**src/rtl/oled_pkg.sv**
```systemverilog
// Shared definitions for the SSD1306 power-up sequencer.
// Contents:
//   oled_init_state_t  sequencer state encoding
//   OLED_CMD_LEN       number of bytes in the init command list
//   OLED_GDDRAM_BYTES  bytes needed to clear the 128x64 display RAM
//   OLED_CMD_*         SSD1306 command opcodes used by the init list
package oled_pkg;

  typedef enum logic [2:0] {
    ST_RST_LO,
    ST_RST_WAIT,
    ST_CMD_SEND,
    ST_CMD_WAIT,
    ST_CLR_SEND,
    ST_CLR_WAIT,
    ST_DONE
  } oled_init_state_t;

  localparam int unsigned OLED_CMD_LEN      = 31;
  localparam int unsigned OLED_GDDRAM_BYTES = 1024;

  localparam logic [7:0] OLED_CMD_DISP_OFF     = 8'hAE;
  localparam logic [7:0] OLED_CMD_CLK_DIV      = 8'hD5;
  localparam logic [7:0] OLED_CMD_MUX_RATIO    = 8'hA8;
  localparam logic [7:0] OLED_CMD_DISP_OFFSET  = 8'hD3;
  localparam logic [7:0] OLED_CMD_START_LINE   = 8'h40;
  localparam logic [7:0] OLED_CMD_CHARGE_PUMP  = 8'h8D;
  localparam logic [7:0] OLED_CMD_ADDR_MODE    = 8'h20;
  localparam logic [7:0] OLED_CMD_SEG_REMAP    = 8'hA1;
  localparam logic [7:0] OLED_CMD_COM_SCAN_DEC = 8'hC8;
  localparam logic [7:0] OLED_CMD_COM_PINS     = 8'hDA;
  localparam logic [7:0] OLED_CMD_CONTRAST     = 8'h81;
  localparam logic [7:0] OLED_CMD_PRECHARGE    = 8'hD9;
  localparam logic [7:0] OLED_CMD_VCOMH        = 8'hDB;
  localparam logic [7:0] OLED_CMD_RESUME_RAM   = 8'hA4;
  localparam logic [7:0] OLED_CMD_NORMAL_DISP  = 8'hA6;
  localparam logic [7:0] OLED_CMD_COL_ADDR     = 8'h21;
  localparam logic [7:0] OLED_CMD_PAGE_ADDR    = 8'h22;
  localparam logic [7:0] OLED_CMD_DISP_ON      = 8'hAF;

endpackage

```
**src/rtl/oled_init_rom.sv**
```systemverilog
// Combinational command ROM holding the SSD1306 init list.
// Ports:
//   idx       in  5  command index (0..OLED_CMD_LEN-1)
//   cmd_byte  out 8  command byte at idx; 8'h00 past the end of the list
module oled_init_rom
  import oled_pkg::*;
(
  input  logic [4:0] idx,
  output logic [7:0] cmd_byte
);

  always_comb begin
    cmd_byte = 8'h00;
    case (idx)
      5'd0:  cmd_byte = OLED_CMD_DISP_OFF;
      5'd1:  cmd_byte = OLED_CMD_CLK_DIV;
      5'd2:  cmd_byte = 8'h80;
      5'd3:  cmd_byte = OLED_CMD_MUX_RATIO;
      5'd4:  cmd_byte = 8'h3F;
      5'd5:  cmd_byte = OLED_CMD_DISP_OFFSET;
      5'd6:  cmd_byte = 8'h00;
      5'd7:  cmd_byte = OLED_CMD_START_LINE;
      5'd8:  cmd_byte = OLED_CMD_CHARGE_PUMP;
      5'd9:  cmd_byte = 8'h14;
      5'd10: cmd_byte = OLED_CMD_ADDR_MODE;
      5'd11: cmd_byte = 8'h00;
      5'd12: cmd_byte = OLED_CMD_SEG_REMAP;
      5'd13: cmd_byte = OLED_CMD_COM_SCAN_DEC;
      5'd14: cmd_byte = OLED_CMD_COM_PINS;
      5'd15: cmd_byte = 8'h12;
      5'd16: cmd_byte = OLED_CMD_CONTRAST;
      5'd17: cmd_byte = 8'hCF;
      5'd18: cmd_byte = OLED_CMD_PRECHARGE;
      5'd19: cmd_byte = 8'hF1;
      5'd20: cmd_byte = OLED_CMD_VCOMH;
      5'd21: cmd_byte = 8'h40;
      5'd22: cmd_byte = OLED_CMD_RESUME_RAM;
      5'd23: cmd_byte = OLED_CMD_NORMAL_DISP;
      5'd24: cmd_byte = OLED_CMD_COL_ADDR;
      5'd25: cmd_byte = 8'h00;
      5'd26: cmd_byte = 8'h7F;
      5'd27: cmd_byte = OLED_CMD_PAGE_ADDR;
      5'd28: cmd_byte = 8'h00;
      5'd29: cmd_byte = 8'h07;
      5'd30: cmd_byte = OLED_CMD_DISP_ON;
      default: cmd_byte = 8'h00;
    endcase
  end

endmodule

```
**src/rtl/oled_init.sv**
```systemverilog
// SSD1306 128x64 power-up sequencer. Pulses the panel reset, waits for the
// panel to settle, then streams the init command list through the shared SPI
// byte writer and raises a sticky init_done.
// Optional feature: define OLED_INIT_CLEAR_EN to follow the command list with
// 1024 data bytes of 8'h00 that clear GDDRAM before init_done.
// Parameters:
//   RST_LOW_CYC   cycles oled_res is held low after reset release
//   RST_WAIT_CYC  cycles waited after oled_res rises, before the first byte
// Ports:
//   clk         in  1  system clock
//   rst_n       in  1  asynchronous active-low reset
//   write_done  in  1  SPI writer finished the current byte (1-cycle pulse)
//   oled_res    out 1  panel reset, active low
//   oled_dc     out 1  0 = command byte, 1 = data byte
//   ena_write   out 1  1-cycle start pulse to the SPI writer
//   data        out 8  byte to send, held until write_done
//   init_done   out 1  sticky high once the sequence completes
module oled_init
  import oled_pkg::*;
#(
  parameter int unsigned RST_LOW_CYC  = 500,
  parameter int unsigned RST_WAIT_CYC = 5_000_000
) (
  input  logic       clk,
  input  logic       rst_n,
  input  logic       write_done,
  output logic       oled_res,
  output logic       oled_dc,
  output logic       ena_write,
  output logic [7:0] data,
  output logic       init_done
);

  localparam int unsigned LO_W   = $clog2(RST_LOW_CYC + 1);
  localparam int unsigned WAIT_W = $clog2(RST_WAIT_CYC + 1);

  localparam logic [LO_W-1:0]   LO_LAST   = LO_W'(RST_LOW_CYC);
  localparam logic [WAIT_W-1:0] WAIT_LAST = WAIT_W'(RST_WAIT_CYC - 1);
  localparam logic [4:0]        CMD_LAST  = 5'(OLED_CMD_LEN - 1);

  oled_init_state_t  state;
  logic [LO_W-1:0]   lo_cnt;
  logic [WAIT_W-1:0] wait_cnt;
  logic [4:0]        cmd_idx;
  logic [4:0]        rom_idx;
  logic [7:0]        rom_byte;

`ifdef OLED_INIT_CLEAR_EN
  localparam logic [9:0] CLR_LAST = 10'(OLED_GDDRAM_BYTES - 1);
  logic [9:0] clr_cnt;
`endif

  // The ROM is addressed with the index of the byte about to be launched, so
  // the next byte is registered on the same edge that accepts write_done and
  // the writer sees only one idle cycle between bytes.
  assign rom_idx = (state == ST_CMD_WAIT) ? cmd_idx + 5'd1 : '0;

  oled_init_rom u_rom (
    .idx      (rom_idx),
    .cmd_byte (rom_byte)
  );

  always_ff @(posedge clk or negedge rst_n) begin
    if (!rst_n) begin
      state     <= ST_RST_LO;
      lo_cnt    <= '0;
      wait_cnt  <= '0;
      cmd_idx   <= '0;
      oled_res  <= 1'b0;
      oled_dc   <= 1'b0;
      ena_write <= 1'b0;
      data      <= '0;
      init_done <= 1'b0;
`ifdef OLED_INIT_CLEAR_EN
      clr_cnt   <= '0;
`endif
    end else begin
      case (state)
        ST_RST_LO: begin
          // Counts from the reset value so oled_res rises on the edge that
          // is RST_LOW_CYC cycles after release.
          if (lo_cnt == LO_LAST) begin
            lo_cnt   <= '0;
            oled_res <= 1'b1;
            state    <= ST_RST_WAIT;
          end else begin
            lo_cnt <= lo_cnt + 1'b1;
          end
        end

        ST_RST_WAIT: begin
          if (wait_cnt == WAIT_LAST) begin
            wait_cnt  <= '0;
            cmd_idx   <= '0;
            data      <= rom_byte;
            oled_dc   <= 1'b0;
            ena_write <= 1'b1;
            state     <= ST_CMD_SEND;
          end else begin
            wait_cnt <= wait_cnt + 1'b1;
          end
        end

        ST_CMD_SEND: begin
          ena_write <= 1'b0;
          state     <= ST_CMD_WAIT;
        end

        ST_CMD_WAIT: begin
          if (write_done) begin
            if (cmd_idx == CMD_LAST) begin
`ifdef OLED_INIT_CLEAR_EN
              clr_cnt   <= '0;
              data      <= '0;
              oled_dc   <= 1'b1;
              ena_write <= 1'b1;
              state     <= ST_CLR_SEND;
`else
              data      <= '0;
              oled_dc   <= 1'b0;
              init_done <= 1'b1;
              state     <= ST_DONE;
`endif
            end else begin
              cmd_idx   <= cmd_idx + 5'd1;
              data      <= rom_byte;
              oled_dc   <= 1'b0;
              ena_write <= 1'b1;
              state     <= ST_CMD_SEND;
            end
          end
        end

`ifdef OLED_INIT_CLEAR_EN
        ST_CLR_SEND: begin
          ena_write <= 1'b0;
          state     <= ST_CLR_WAIT;
        end

        ST_CLR_WAIT: begin
          if (write_done) begin
            if (clr_cnt == CLR_LAST) begin
              clr_cnt   <= '0;
              data      <= '0;
              oled_dc   <= 1'b0;
              init_done <= 1'b1;
              state     <= ST_DONE;
            end else begin
              clr_cnt   <= clr_cnt + 10'd1;
              ena_write <= 1'b1;
              state     <= ST_CLR_SEND;
            end
          end
        end
`endif

        ST_DONE: begin
          oled_res  <= 1'b1;
          oled_dc   <= 1'b0;
          ena_write <= 1'b0;
          data      <= '0;
          init_done <= 1'b1;
        end

        default: begin
          state <= ST_RST_LO;
        end
      endcase
    end
  end

endmodule

```
**config.mk**
```make
export PLATFORM = sky130hd
export DESIGN_NAME = oled_init
export DESIGN_NICKNAME = d
export VERILOG_FILES = /design/src/rtl/oled_pkg.sv /design/src/rtl/oled_init_rom.sv /design/src/rtl/oled_init.sv
export SDC_FILE = /design/constraint.sdc
export NUM_CORES = 1
export LEC_CHECK = 0
export BUFFER_PORTS_ARGS = -buffer_cell sky130_fd_sc_hd__buf_2
export CELL_PAD_IN_SITES_DETAIL_PLACEMENT = 1
export CELL_PAD_IN_SITES_GLOBAL_PLACEMENT = 2
export CORE_ASPECT_RATIO = 1.75
export CORE_MARGIN = 5
export CORE_UTILIZATION = 39
export CTS_CLUSTER_DIAMETER = 30
export CTS_CLUSTER_SIZE = 14
export DETAILED_ROUTE_END_ITERATION = 7
export PLACE_DENSITY_LB_ADDON = 0.3
export SYNTH_ARGS = -nofsm -noshare
export SYNTH_HDL_FRONTEND = slang
export SYNTH_SLANG_ARGS = --single-unit
export TNS_END_PERCENT = 50
```
**constraint.sdc**
```tcl
create_clock -name clk -period 3.7 [get_ports clk]
set_input_delay 0 -clock clk [delete_from_list [all_inputs] [get_ports clk]]
set_output_delay 0 -clock clk [all_outputs]
set_load 0.01 [all_outputs]
```
==> impl_metrics.env <==
export IMPL_synth_seq_area_share_pct=39.8
export IMPL_antenna_found_initial=0
export IMPL_initial_core_util_pct=40.2
export IMPL_grt_max_degree=52
export IMPL_drive_gt1_share_pct=12.2
export IMPL_crit_start="cmd_idx[0]$_DFFE_PN0P_"
export IMPL_io_pins=15
export IMPL_synthCells=360
export IMPL_worst_setup_path_end_kind="flip-flop"
export IMPL_status="finished, final reports clean"
export IMPL_r2r_setup_slack_ns=0.69
export IMPL_dr_pass1_iters=4
export IMPL_setup_tns_ns=0
export IMPL_gp_congestion=0.905
export IMPL_hp_start="write_done"
export IMPL_yosysMostFrequentCell="dfrtp_1"
export IMPL_vias_per_cell=6.05
export IMPL_ctsHoldBuffers=1
export IMPL_clockRootBuffer="clkbuf_16"
export IMPL_syn_nets=375
export IMPL_fp_dieArea_sq_mm=0.0102
export IMPL_cts_buffers=5
export IMPL_yosysUniqueCellTypes=65
export IMPL_cts_buffer_depth=2
export IMPL_finClkSkew_ns=0.00714
export IMPL_detailed_place_hpwl_microns=6620
export IMPL_clock_sinks=51
export IMPL_min_period_ns=3.01
export IMPL_drc_errors=0
export IMPL_leakage_nw=1.48
export IMPL_start_kind="flip-flop"
export IMPL_rows=43
export IMPL_grt_pass1_wl_microns=14600
export IMPL_fill_cells=960
export IMPL_overflow=0
export IMPL_wl_per_cell_microns=19.1
export IMPL_fp_dieH_microns=130
export IMPL_cts_tree="built"
export IMPL_fin_crit_sh_pct=81.3
export IMPL_dp_cells=450
export IMPL_synth_area_sq_mm=0.00320
export IMPL_hold_class="input pin to flip-flop"
export IMPL_required_ns=3.88
export IMPL_netlist_top_cells_area="dfrtp_1, nand2_1, o21ai_0"
export IMPL_area_growth_pct=8.00
export IMPL_fmax_mhz=332
export IMPL_core_sq_mm=0.00796
export IMPL_ys_flop_type="dfrtp_1"
export IMPL_cap_violations=0
export IMPL_clock_latency_ns=0.29
export IMPL_peakVddDrop_mv=0.195
export IMPL_fin_nets=383
export IMPL_finalInstanceArea_sq_mm=0.00346
export IMPL_path_cells="inv_1 > ha_1 > nor2_1 > inv_1 > ha_1 > mux2i_1 > a2111oi_0 > a2111oi_0 > mux2_2"
export IMPL_timing_rr_start="cmd_idx[0]$_DFFE_PN0P_"
export IMPL_max_stage_delay_ns=0.51
export IMPL_yosys_warnings=0
export IMPL_layoutNonFillerInstCount=459
export IMPL_io_buffers=13
export IMPL_synth_common_cells="dfrtp_1, nand2_1, nor2_1"
export IMPL_synth_edf_count=0
export IMPL_synth_area_per_cell_sq_um=8.90
export IMPL_vias=2778
export IMPL_track_usage_pct=18.5
export IMPL_slew_viol_final=0
export IMPL_htreeDepth=2
export IMPL_final_antenna_net_count=0
export IMPL_powerDensity_mw_per_mm2=299
export IMPL_worst_pin_slew_ns=0.848
export IMPL_final_hold_viol_count=0
export IMPL_cts_resized_gates=0
export IMPL_cp_max_fo=9
export IMPL_cts_setup_buffers=0
export IMPL_async_flop_share_pct=100
export IMPL_netlist_area_leader_share_pct=39.8
export IMPL_wirelength_microns=8760
export IMPL_slew_headroom_pct=43.2
export IMPL_critical_path_class="flip-flop to flip-flop"
export IMPL_critPathSlowestCell="ha_1"
export IMPL_diodes=0
export IMPL_synth_seq_cells=51
export IMPL_rsz0062_at_grt="false"
export IMPL_worstPathArrival_ns=3.19
export IMPL_fp_dieW_microns=78.5
export IMPL_yosysTopAreaCell="dfrtp_1"
export IMPL_place_area_sq_mm=0.00331
export IMPL_first_global_vias=2830
export IMPL_dr_first_iter_drc_count=118
export IMPL_setup_violations=0
export IMPL_clkTransAtPathRegs_ns=0.07
-- layout make-up --
cell class / instances / area, sq um / area share (%)
Clock buffer: 6 / 129 / 3.72
Clock inverter: 2 / 12.5 / 0.362
Inverter: 11 / 41.3 / 1.19
Multi-Input combinational cell: 281 / 1780 / 51.6
Sequential cell: 51 / 1280 / 36.9
Tap cell: 90 / 113 / 3.25
Timing Repair Buffer: 18 / 105 / 3.04
-- cells by family (layout without fill, tap and decap cells) --
logic type	count (synthesis)	after routing	synth area share, %
buffers and inverters	28	37	4.49
AO/OA/AOI/OAI	94	94	18.8
AND/OR/NAND/NOR	150	150	24.6
adder cells (fa/ha/maj)	12	12	4.69
multiplexers	3	3	0.976
other	1	1	0.117
XOR/XNOR	21	21	6.44
flip-flops	51	51	39.8
-- worst max-delay path: cells and delay by family (launching register included) --
kind | cells | cell delay (ns)
simple gates | 1 | 0.29
flops | 1 | 0.45
fa+ha+maj | 2 | 0.90
mux | 2 | 0.41
buf+inv | 2 | 0.26
compound gates | 2 | 0.60
-- power by group --
part	internal, mW	switching, mW	leakage [nW]
combinational	0.00216	0.0126	0.717
sequential	0.557	0	0.693
clock	0.250	0.212	0.0669
-- sequential cells by signal, indices dropped and copies added, names as in the netlist --
register and count:
oled_res 1, data 8, init_done 1, lo_cnt 9
cmd_idx 5, ena_write 1, state 3, wait_cnt 23
-- metal layers --
layer | wire (microns) | GRT usage [%]
met3 | 85 | 2.28
met1 | 3400 | 19.1
met4 | 204 | 6.90
met2 | 5060 | 37.1
met5 | 0 | 0
-- final timing paths --
path	end	depth (start not counted)
max in group asynchronous	lo_cnt[5]$_DFFE_PN0P_	3
worst min-delay path	state[0]$_DFFE_PN0P_	4
worst max-delay path	data[3]$_DFFE_PN0P_	9
worst min register to register	init_done$_DFFE_PN0P_	1
worst max register to register	data[3]$_DFFE_PN0P_	9
min in group asynchronous	wait_cnt[16]$_DFFE_PN0P_	3
-- cell usage in the layout (no fill, tap or decap), types with 2 or more instances in the layout --
master | synthesis | layout
a2111oi_0 | 4 | 4
a211oi_1 | 3 | 3
a21boi_0 | 2 | 2
a21o_1 | 3 | 3
a21oi_1 | 18 | 18
a22o_1 | 2 | 2
a31oi_1 | 5 | 5
a32o_1 | 2 | 2
and2_1 | 3 | 3
and3_1 | 8 | 8
buf_2 | 7 | 13
buf_4 | 2 | 4
clkbuf_16 | 0 | 5
dfrtp_1 | 51 | 51
ha_1 | 12 | 12
inv_1 | 11 | 11
mux2i_1 | 2 | 2
nand2_1 | 45 | 45
nand3_1 | 13 | 13
nand4_1 | 11 | 11
nor2_1 | 32 | 32
nor2_4 | 2 | 2
nor2b_1 | 4 | 4
nor3_1 | 5 | 5
nor4_1 | 3 | 3
o21ai_0 | 31 | 31
o21ai_1 | 4 | 4
o31ai_1 | 7 | 7
or2_2 | 2 | 2
or3_1 | 5 | 5
or4_1 | 3 | 3
xnor2_1 | 11 | 11
xnor2_2 | 2 | 2
xor2_1 | 7 | 7
-- metrics by stage --
step	worst slack, ns	hold slack [ns]	utilization (%)	power, mW
3_5_place_dp	0.731	0.172	41.6	0.583
2_1_floorplan	1.05	-0.296	-	0.569
3_3_place_gp	0.750	0.167	41.6	0.583
4_1_cts	0.696	0.135	43.5	1.05
6_report	0.691	0.136	43.5	1.03
5_1_grt	0.476	0.195	43.5	1.08
No activity file was read; power rests on OpenSTA's default activity.
